File: config.mk
export PLATFORM = sky130hd
export DESIGN_NAME = mem_access_stage
export DESIGN_NICKNAME = d
export VERILOG_FILES = /design/src/rtl/mem_access_stage.sv
export SDC_FILE = /design/constraint.sdc
export NUM_CORES = 1
export LEC_CHECK = 0
export CORE_ASPECT_RATIO = 0.9
export CORE_MARGIN = 2
export CORE_UTILIZATION = 31
export DETAILED_ROUTE_END_ITERATION = 10
export GPL_ROUTABILITY_DRIVEN = 0
export PLACE_DENSITY_LB_ADDON = 0.1
export SETUP_SLACK_MARGIN = 0.2
export SLEW_MARGIN = 20
export SYNTH_ARGS = -nofsm -noshare
export SYNTH_HDL_FRONTEND = slang
export SYNTH_SLANG_ARGS = --single-unit
File: constraint.sdc
create_clock -name clk -period 6.16 [get_ports clk]
set_input_delay 0.924 -clock clk [delete_from_list [all_inputs] [get_ports clk]]
set_output_delay 0.924 -clock clk [all_outputs]
set_load 0.02 [all_outputs]
File: src/rtl/mem_access_stage.sv
// Data-memory access stage: issues one req/ack transaction per load/store,
// formats load data for MEM/WB and stalls the pipeline until the access completes.
module mem_access_stage #(
    parameter int XLEN   = 64,
    parameter int STRB_W = XLEN / 8
) (
    input  logic              clk,
    input  logic              reset,
    input  logic              valid_i,
    input  logic              mem_read_i,
    input  logic              mem_write_i,
    input  logic [2:0]        funct3_i,
    input  logic [XLEN-1:0]   addr_i,
    input  logic [XLEN-1:0]   wdata_i,
    output logic [XLEN-1:0]   load_data_o,
    output logic              stall_o,
    output logic              misalign_o,
    output logic              dmem_req_o,
    output logic              dmem_we_o,
    output logic [XLEN-1:0]   dmem_addr_o,
    output logic [XLEN-1:0]   dmem_wdata_o,
    output logic [STRB_W-1:0] dmem_wstrb_o,
    input  logic              dmem_ack_i,
    input  logic [XLEN-1:0]   dmem_rdata_i
);
    localparam int OFF_W = $clog2(STRB_W);

    typedef enum logic [1:0] {IDLE, BUSY, DONE} state_t;

    state_t            state_q, state_d;
    logic              req_q, req_d;
    logic              we_q, we_d;
    logic [XLEN-1:0]   addr_q, addr_d;
    logic [XLEN-1:0]   wdata_q, wdata_d;
    logic [STRB_W-1:0] wstrb_q, wstrb_d;
    logic [2:0]        funct3_q, funct3_d;
    logic [OFF_W-1:0]  off_q, off_d;
    logic [XLEN-1:0]   loadData_q, loadData_d;

    logic              access;
    logic              illegal;
    logic              misaligned;
    logic [OFF_W-1:0]  off;
    logic [OFF_W:0]    sizeBytes;
    logic [STRB_W-1:0] byteMask;
    logic [XLEN-1:0]   storeMasked;
    logic [XLEN-1:0]   loadShifted;
    logic [XLEN-1:0]   loadFormatted;

    // Decode the incoming access; a simultaneous read and write is treated as a write.
    always_comb begin
        access      = valid_i & (mem_read_i | mem_write_i);
        off         = addr_i[OFF_W-1:0];
        sizeBytes   = (OFF_W+1)'(1) << funct3_i[1:0];
        misaligned  = (off & OFF_W'(sizeBytes - 1'b1)) != '0;
        illegal     = mem_write_i ? funct3_i[2] : (funct3_i == 3'b111);
        byteMask    = '0;
        storeMasked = '0;
        for (int i = 0; i < STRB_W; i++) begin
            byteMask[i]           = (OFF_W+1)'(i) < sizeBytes;
            storeMasked[8*i +: 8] = byteMask[i] ? wdata_i[8*i +: 8] : 8'h00;
        end
    end

    // Load data is formatted from the captured funct3/offset, not the live inputs.
    always_comb begin
        loadShifted = dmem_rdata_i >> {off_q, 3'b000};
        case (funct3_q)
            3'b000:  loadFormatted = {{(XLEN-8){loadShifted[7]}}, loadShifted[7:0]};
            3'b001:  loadFormatted = {{(XLEN-16){loadShifted[15]}}, loadShifted[15:0]};
            3'b010:  loadFormatted = {{(XLEN-32){loadShifted[31]}}, loadShifted[31:0]};
            3'b100:  loadFormatted = {{(XLEN-8){1'b0}}, loadShifted[7:0]};
            3'b101:  loadFormatted = {{(XLEN-16){1'b0}}, loadShifted[15:0]};
            3'b110:  loadFormatted = {{(XLEN-32){1'b0}}, loadShifted[31:0]};
            default: loadFormatted = loadShifted;
        endcase
    end

    always_comb begin
        state_d    = state_q;
        req_d      = req_q;
        we_d       = we_q;
        addr_d     = addr_q;
        wdata_d    = wdata_q;
        wstrb_d    = wstrb_q;
        funct3_d   = funct3_q;
        off_d      = off_q;
        loadData_d = loadData_q;
        stall_o    = 1'b0;
        misalign_o = 1'b0;
        case (state_q)
            IDLE: begin
                if (access) begin
                    if (illegal | misaligned) begin
                        misalign_o = 1'b1;
                    end else begin
                        stall_o  = 1'b1;
                        req_d    = 1'b1;
                        we_d     = mem_write_i;
                        addr_d   = {addr_i[XLEN-1:OFF_W], {OFF_W{1'b0}}};
                        wdata_d  = mem_write_i ? (storeMasked << {off, 3'b000}) : '0;
                        wstrb_d  = mem_write_i ? (byteMask << off) : '0;
                        funct3_d = funct3_i;
                        off_d    = off;
                        state_d  = BUSY;
                    end
                end
            end
            BUSY: begin
                stall_o = 1'b1;
                if (dmem_ack_i) begin
                    req_d = 1'b0;
                    if (!we_q) begin
                        loadData_d = loadFormatted;
                    end
                    state_d = DONE;
                end
            end
            // One unstalled cycle lets the pipeline advance past the finished instruction.
            DONE:    state_d = IDLE;
            default: state_d = IDLE;
        endcase
        if (reset) begin
            stall_o    = 1'b0;
            misalign_o = 1'b0;
        end
    end

    always_ff @(posedge clk or posedge reset) begin
        if (reset) begin
            state_q    <= IDLE;
            req_q      <= 1'b0;
            we_q       <= 1'b0;
            addr_q     <= '0;
            wdata_q    <= '0;
            wstrb_q    <= '0;
            funct3_q   <= '0;
            off_q      <= '0;
            loadData_q <= '0;
        end else begin
            state_q    <= state_d;
            req_q      <= req_d;
            we_q       <= we_d;
            addr_q     <= addr_d;
            wdata_q    <= wdata_d;
            wstrb_q    <= wstrb_d;
            funct3_q   <= funct3_d;
            off_q      <= off_d;
            loadData_q <= loadData_d;
        end
    end

    assign load_data_o  = loadData_q;
    assign dmem_req_o   = req_q;
    assign dmem_we_o    = we_q;
    assign dmem_addr_o  = addr_q;
    assign dmem_wdata_o = wdata_q;
    assign dmem_wstrb_o = wstrb_q;

endmodule

=== Yosys cells after proc, flatten, opt, wreduce, memory -nomap -nowiden ===
Cells that the tools add are included.

* Shift-type cells: 4
* $lt $le $gt $ge: 8
* Reductions and logical operators: 8
* Equal/unequal tests: 10
* Mux-type cells: 28
* $add $sub $neg: 1
* Bitwise logic cells: 6

{| class="wikitable"
|+ Operators with widths
! kind !! count
|-
| $pmux W64 S6 || 1
|-
| $mux W8 || 9
|-
| $mux W64 || 1
|-
| $shl A64 B6 Y64 || 1
|-
| $shr A64 B6 Y64 || 1
|-
| $lt A3 B4 Y1 const A || 4
|-
| $eq A3 B3 Y1 const B || 4
|-
| $mux W1 || 11
|-
| $reduce_and A3 Y1 || 3
|-
| $lt A1 B4 Y1 const A || 2
|-
| $lt A2 B4 Y1 const A || 2
|-
| $shl A8 B3 Y8 || 1
|-
| $mux W2 || 3
|-
| $ne A2 B2 Y1 const B || 3
|-
| $pmux W1 S2 || 2
|-
| $pmux W2 S2 || 1
|-
| $reduce_and A4 Y1 || 1
|-
| $shl A1 B2 Y4 const A || 1
|-
| $and A3 B3 Y3 || 1
|-
| $eq A3 B1 Y1 const B || 1
|-
| $eq A3 B2 Y1 const B || 1
|-
| $logic_not A3 Y1 || 1
|-
| $reduce_bool A3 Y1 || 1
|-
| $sub A3 B1 Y3 const B || 1
|-
| other kinds (6) || 8
|}

* Bits of input ports: 201
* Logic and storage cells: 74
* Bits in registers: 207

=== Longest topological paths before layout ===
* Depth in word-level cells: 9
* Mapped depth: 9
* Mapped depth without buffers: 5

=== Worst setup path after synthesis ===
OpenSTA, ideal clock, no wires.

* Kind: input port to output port
* Start point: input port addr_i[0]
* End point: output port stall_o
* Setup slack: 2913 ps
* Required time: 5236 ps
* Path buffers: 2
* Data arrival time: 2323 ps
* Stages: 7
* Cells stage by stage: buf_2 > o21ai_1 > o211a_1 > o211a_1 > buf_2 > nor2_1 > nor3_1

* Word-level cells in the longest chain between the ends: 7

{| class="wikitable"
|+ RTL lines
! item !! RTL line !! RTL
|-
| from (decl) || 13 || <nowiki>input logic [XLEN-1:0] addr_i,</nowiki>
|-
| $and A3 B3 Y3 || 55 || <nowiki>misaligned = (off & OFF_W'(sizeBytes - 1'b1)) != '0;</nowiki>
|-
| $reduce_bool A3 Y1 || 55 ||
|-
| $or A1 B1 Y1 || 94 || <nowiki>if (illegal | misaligned) begin</nowiki>
|-
| $mux W1 || 94 ||
|-
| $mux W1 || 93 || <nowiki>if (access) begin</nowiki>
|-
| $pmux W1 S2 || 91 || <nowiki>case (state_q)</nowiki>
|-
| $mux W1 || 123 || <nowiki>if (reset) begin</nowiki>
|-
| to (decl) || 16 || <nowiki>output logic stall_o,</nowiki>
|}

Every way passes these cells.

=== Worst setup path after layout ===
* Start point: input port funct3_i[0]
* End point: output port stall_o

* Word-level cells in the longest chain between the ends: 9
* Elaborated cells on any way between the ends: 11

{| class="wikitable"
|+ RTL lines
! item !! RTL line !! RTL
|-
| from (decl) || 12 || <nowiki>input logic [2:0] funct3_i,</nowiki>
|-
| $shl A1 B2 Y4 || 54 || <nowiki>sizeBytes = (OFF_W+1)'(1) << funct3_i[1:0];</nowiki>
|-
| $sub A3 B1 Y3 || 55 ||
|-
| $and A3 B3 Y3 || 55 ||
|-
| $reduce_bool A3 Y1 || 55 ||
|-
| $or A1 B1 Y1 (*) || 94 ||
|-
| $mux W1 (*) || 94 ||
|-
| $mux W1 (*) || 93 ||
|-
| $pmux W1 S2 (*) || 91 ||
|-
| $mux W1 (*) || 123 ||
|}

Every way passes the cells marked *; elsewhere a longest branch is shown, timed or not.

==> results.sh <==
export IMPL_placed_area_sq_um=15800
export IMPL_port_buffers=401
export IMPL_drv_slew=0
export IMPL_seq_area_frac_synth=0.448
export IMPL_worst_ep_required_time_ps=5240
export IMPL_dieWidth_microns=208
export IMPL_critPathTopFamily="buffers and inverters"
export IMPL_synth_edf_count=0
export IMPL_fill_cells=3630
export IMPL_yosysTopAreaCellShare=0.448
export IMPL_area_growth_pct=44.7
export IMPL_cts_buffers=26
export IMPL_ir_drop_mv=0.189
export IMPL_final_common_cell="clkdlybuf4s50_1"
export IMPL_dr_pass1_iters=5
export IMPL_maxCapViolCount=0
export IMPL_synthTopCellsByArea="dfrtp_1 45%, nand2_1 10%, mux2i_1 4.9%"
export IMPL_drc=0
export IMPL_num_rows=67
export IMPL_clock_skew_ps=9.94
export IMPL_synth_async_reset_ratio=1.00
export IMPL_drive_gt1_frac=0.0918
export IMPL_layout_nets=1794
export IMPL_p_switching_w=0.00258
export IMPL_ys_types=59
export IMPL_finalSetupViolCount=0
export IMPL_grt_pass1_wl_mm=70.2
export IMPL_cp_max_fo=21
export IMPL_powerDensity_nw_per_um2=397
export IMPL_post_route_period_util=0.760
export IMPL_cts_sinks=207
export IMPL_viasPerCell=5.29
export IMPL_grt_max_degree=124
export IMPL_yosys_register_bits=207
export IMPL_initial_core_util=0.313
export IMPL_critPathMaxStageDelay_ps=770
export IMPL_p_leak_nw=7.09
export IMPL_die_area_sq_um=38800
export IMPL_antenna_found_initial=3
export IMPL_rsz0062_at_grt="no"
export IMPL_htree_levels=1
export IMPL_p_comb_frac=0.452
export IMPL_fp_coreArea_sq_um=37000
export IMPL_timing_fmax_ghz=0.214
export IMPL_hold_buffers=0
export IMPL_cp_data_arrival_time_ps=3760
export IMPL_synthCells=1258
export IMPL_wire_per_inst_microns=22.2
export IMPL_final_design_area_no_fill_sq_um=16700
export IMPL_dr_total_vias=11100
export IMPL_ant_nets=0
export IMPL_outcome="finished, final reports clean"
export IMPL_synth_ff_type="dfrtp_1"
export IMPL_timing_critical_path_mode_cell="clkdlybuf4s50_1"
export IMPL_crit_buf_inv=2
export IMPL_worstMarginPinSlew_ps=1030
export IMPL_hold_viol_final=0
export IMPL_post_cts_resized=0
export IMPL_hold_path_class="register to register"
export IMPL_cp_slowest_cell="clkdlybuf4s50_1"
export IMPL_first_iter_violations=1112
export IMPL_end_kind="output port"
export IMPL_period_minus_slack_ps=4680
export IMPL_r2r_cells=6
export IMPL_cts_root_buffer="clkbuf_16"
export IMPL_seqPwrFrac=0.311
export IMPL_io_pins=405
export IMPL_die_y_microns=187
export IMPL_syn_area_per_cell_sq_um=9.19
export IMPL_grt_pass1_vias=11000
export IMPL_clockPowerShare=0.237
export IMPL_dp_hpwl_mm=32.6
export IMPL_hold_depth=2
export IMPL_clockBufferDepth=3
export IMPL_p_int_w=0.00406
export IMPL_post_cts_buffers=0
export IMPL_clk_pin_slew_ps=60
export IMPL_worst_path_stages=7
export IMPL_synth_top_cell_by_area="dfrtp_1"
export IMPL_totalNegativeSetupSlack_ps=0
export IMPL_hold_ws_ps=469
export IMPL_crit_path_cell_trace="clkdlybuf4s50_1 > nand2_1 > o211a_1 > o211a_2 > nor2_1 > nor3_1 > clkdlybuf4s50_1"
export IMPL_critPathKind="input port to output port"
export IMPL_yosysWarnings=0
export IMPL_critPathLaunchType="input port"
export IMPL_clk_latency_ps=550
export IMPL_cts_tree="done"
export IMPL_syn_area_sq_um=11600
export IMPL_relSlewSlack=0.316
export IMPL_layout_common_cells="397 x clkdlybuf4s50_1, 314 x nand2_1, 205 x dfrtp_1, 82 x nor2_1, 72 x o21ai_0"
export IMPL_grtUsageTotal=0.232
export IMPL_swShare=0.388
export IMPL_gr_total_overflow=0
export IMPL_routed_wl_mm=46.5
[tightest hold or removal path, delay by kind of cell (launching register included)]
kind | cells | cell delay [ps]
DFF | 1 | 340
and+or+nand+nor | 2 | 100
[state kept, by name (all words and copies together), names as in the netlist]
name          flops
state_q           2
dmem_wdata_o     64
dmem_wstrb_o      8
dmem_addr_o      61
dmem_we_o         1
dmem_req_o        1
load_data_o      64
off_q             3
funct3_q          3
[final cells by class]
cell class | count | area (sq um) | area share
Antenna cell | 1 | 2.50 | 0.000150
Clock buffer | 36 | 758 | 0.0454
Clock inverter | 12 | 125 | 0.00749
Inverter | 6 | 26.3 | 0.00157
Multi-Input combinational cell | 934 | 5870 | 0.351
Sequential cell | 207 | 5180 | 0.310
Tap cell | 483 | 604 | 0.0362
Timing Repair Buffer | 418 | 4150 | 0.248
[layer usage]
layer	global-route usage	up-vias	part of all wire
met1	0.331	5432	0.45
met3	0.0562	57	0.075
li1	-	5156	-
met2	0.357	439	0.45
met5	0	-	0.00028
met4	0.0497	2	0.020
[cell families (layout without fill, tap and decap cells)]
| kind of cell | after synthesis | count (layout) | share of synthesized area |
|---|---|---|---|
| compound gates | 329 | 329 | 0.192 |
| mux | 128 | 128 | 0.140 |
| buf+inv | 119 | 472 | 0.0459 |
| simple gates | 474 | 474 | 0.173 |
| other cells | 1 | 4 | 0.000325 |
| flops | 207 | 207 | 0.448 |
[power groups by stage]
stage	clock [W]	combinational [W]	sequential, W
6_report	0.00158	0.00300	0.00207
5_1_grt	0.00168	0.00319	0.00212
4_1_cts	0.00163	0.00301	0.00207
3_5_place_dp	0	0.00300	0.00209
3_3_place_gp	0	0.00298	0.00208
2_1_floorplan	0	0.00114	0.00252
[path summary, 6_finish.rpt]
path | startpoint | end | slack, ps
worst max-delay path | funct3_i[0] | stall_o | 1480
min in group asynchronous | reset | state_q[1]$_DFFE_PP0P_ | 930
max in group asynchronous | reset | off_q[1]$_DFFE_PP0P_ | 3910
worst min register to register | dmem_wstrb_o[2]$_DFFE_PP0P_ | dmem_wstrb_o[2]$_DFFE_PP0P_ | 470
worst max register to register | off_q[2]$_DFFE_PP0P_ | load_data_o[20]$_DFFE_PP0P_ | 2450
worst min-delay path | dmem_wstrb_o[2]$_DFFE_PP0P_ | dmem_wstrb_o[2]$_DFFE_PP0P_ | 470
[cell usage after synthesis (all sizes together) (3+ instances only)]
cell type and count:
a21boi 3, a32oi 5, a22o 50, nor2 84, mux2i 57, nor3 4, o22a 8, a41oi 6
a32o 12, a22oi 15, nand2 314, and2 8, nand2b 9, a21o 3, and4 3, inv 4
a31oi 28, nand3 10, mux4 22, a211oi 9, mux2 49, a221oi 9, buf 44, o22ai 11
a221o 3, dfrtp 207, a21oi 67, o21ai 73, o31ai 7, nand4 6, clkbuf 69, or3 3
nor2b 23, o211ai 12
[stage by stage]
stage	worst slack, ps	utilization	total power [W]	cells
floorplan	2550	-	0.00366	1260
global placement	1440	0.428	0.00506	2048
detailed placement	1420	0.428	0.00509	2048
CTS	1420	0.452	0.00670	2096
global route	1280	0.452	0.00698	2096
finish	1480	0.452	0.00664	2097
Note: power is estimated with default switching activity, not from simulation.
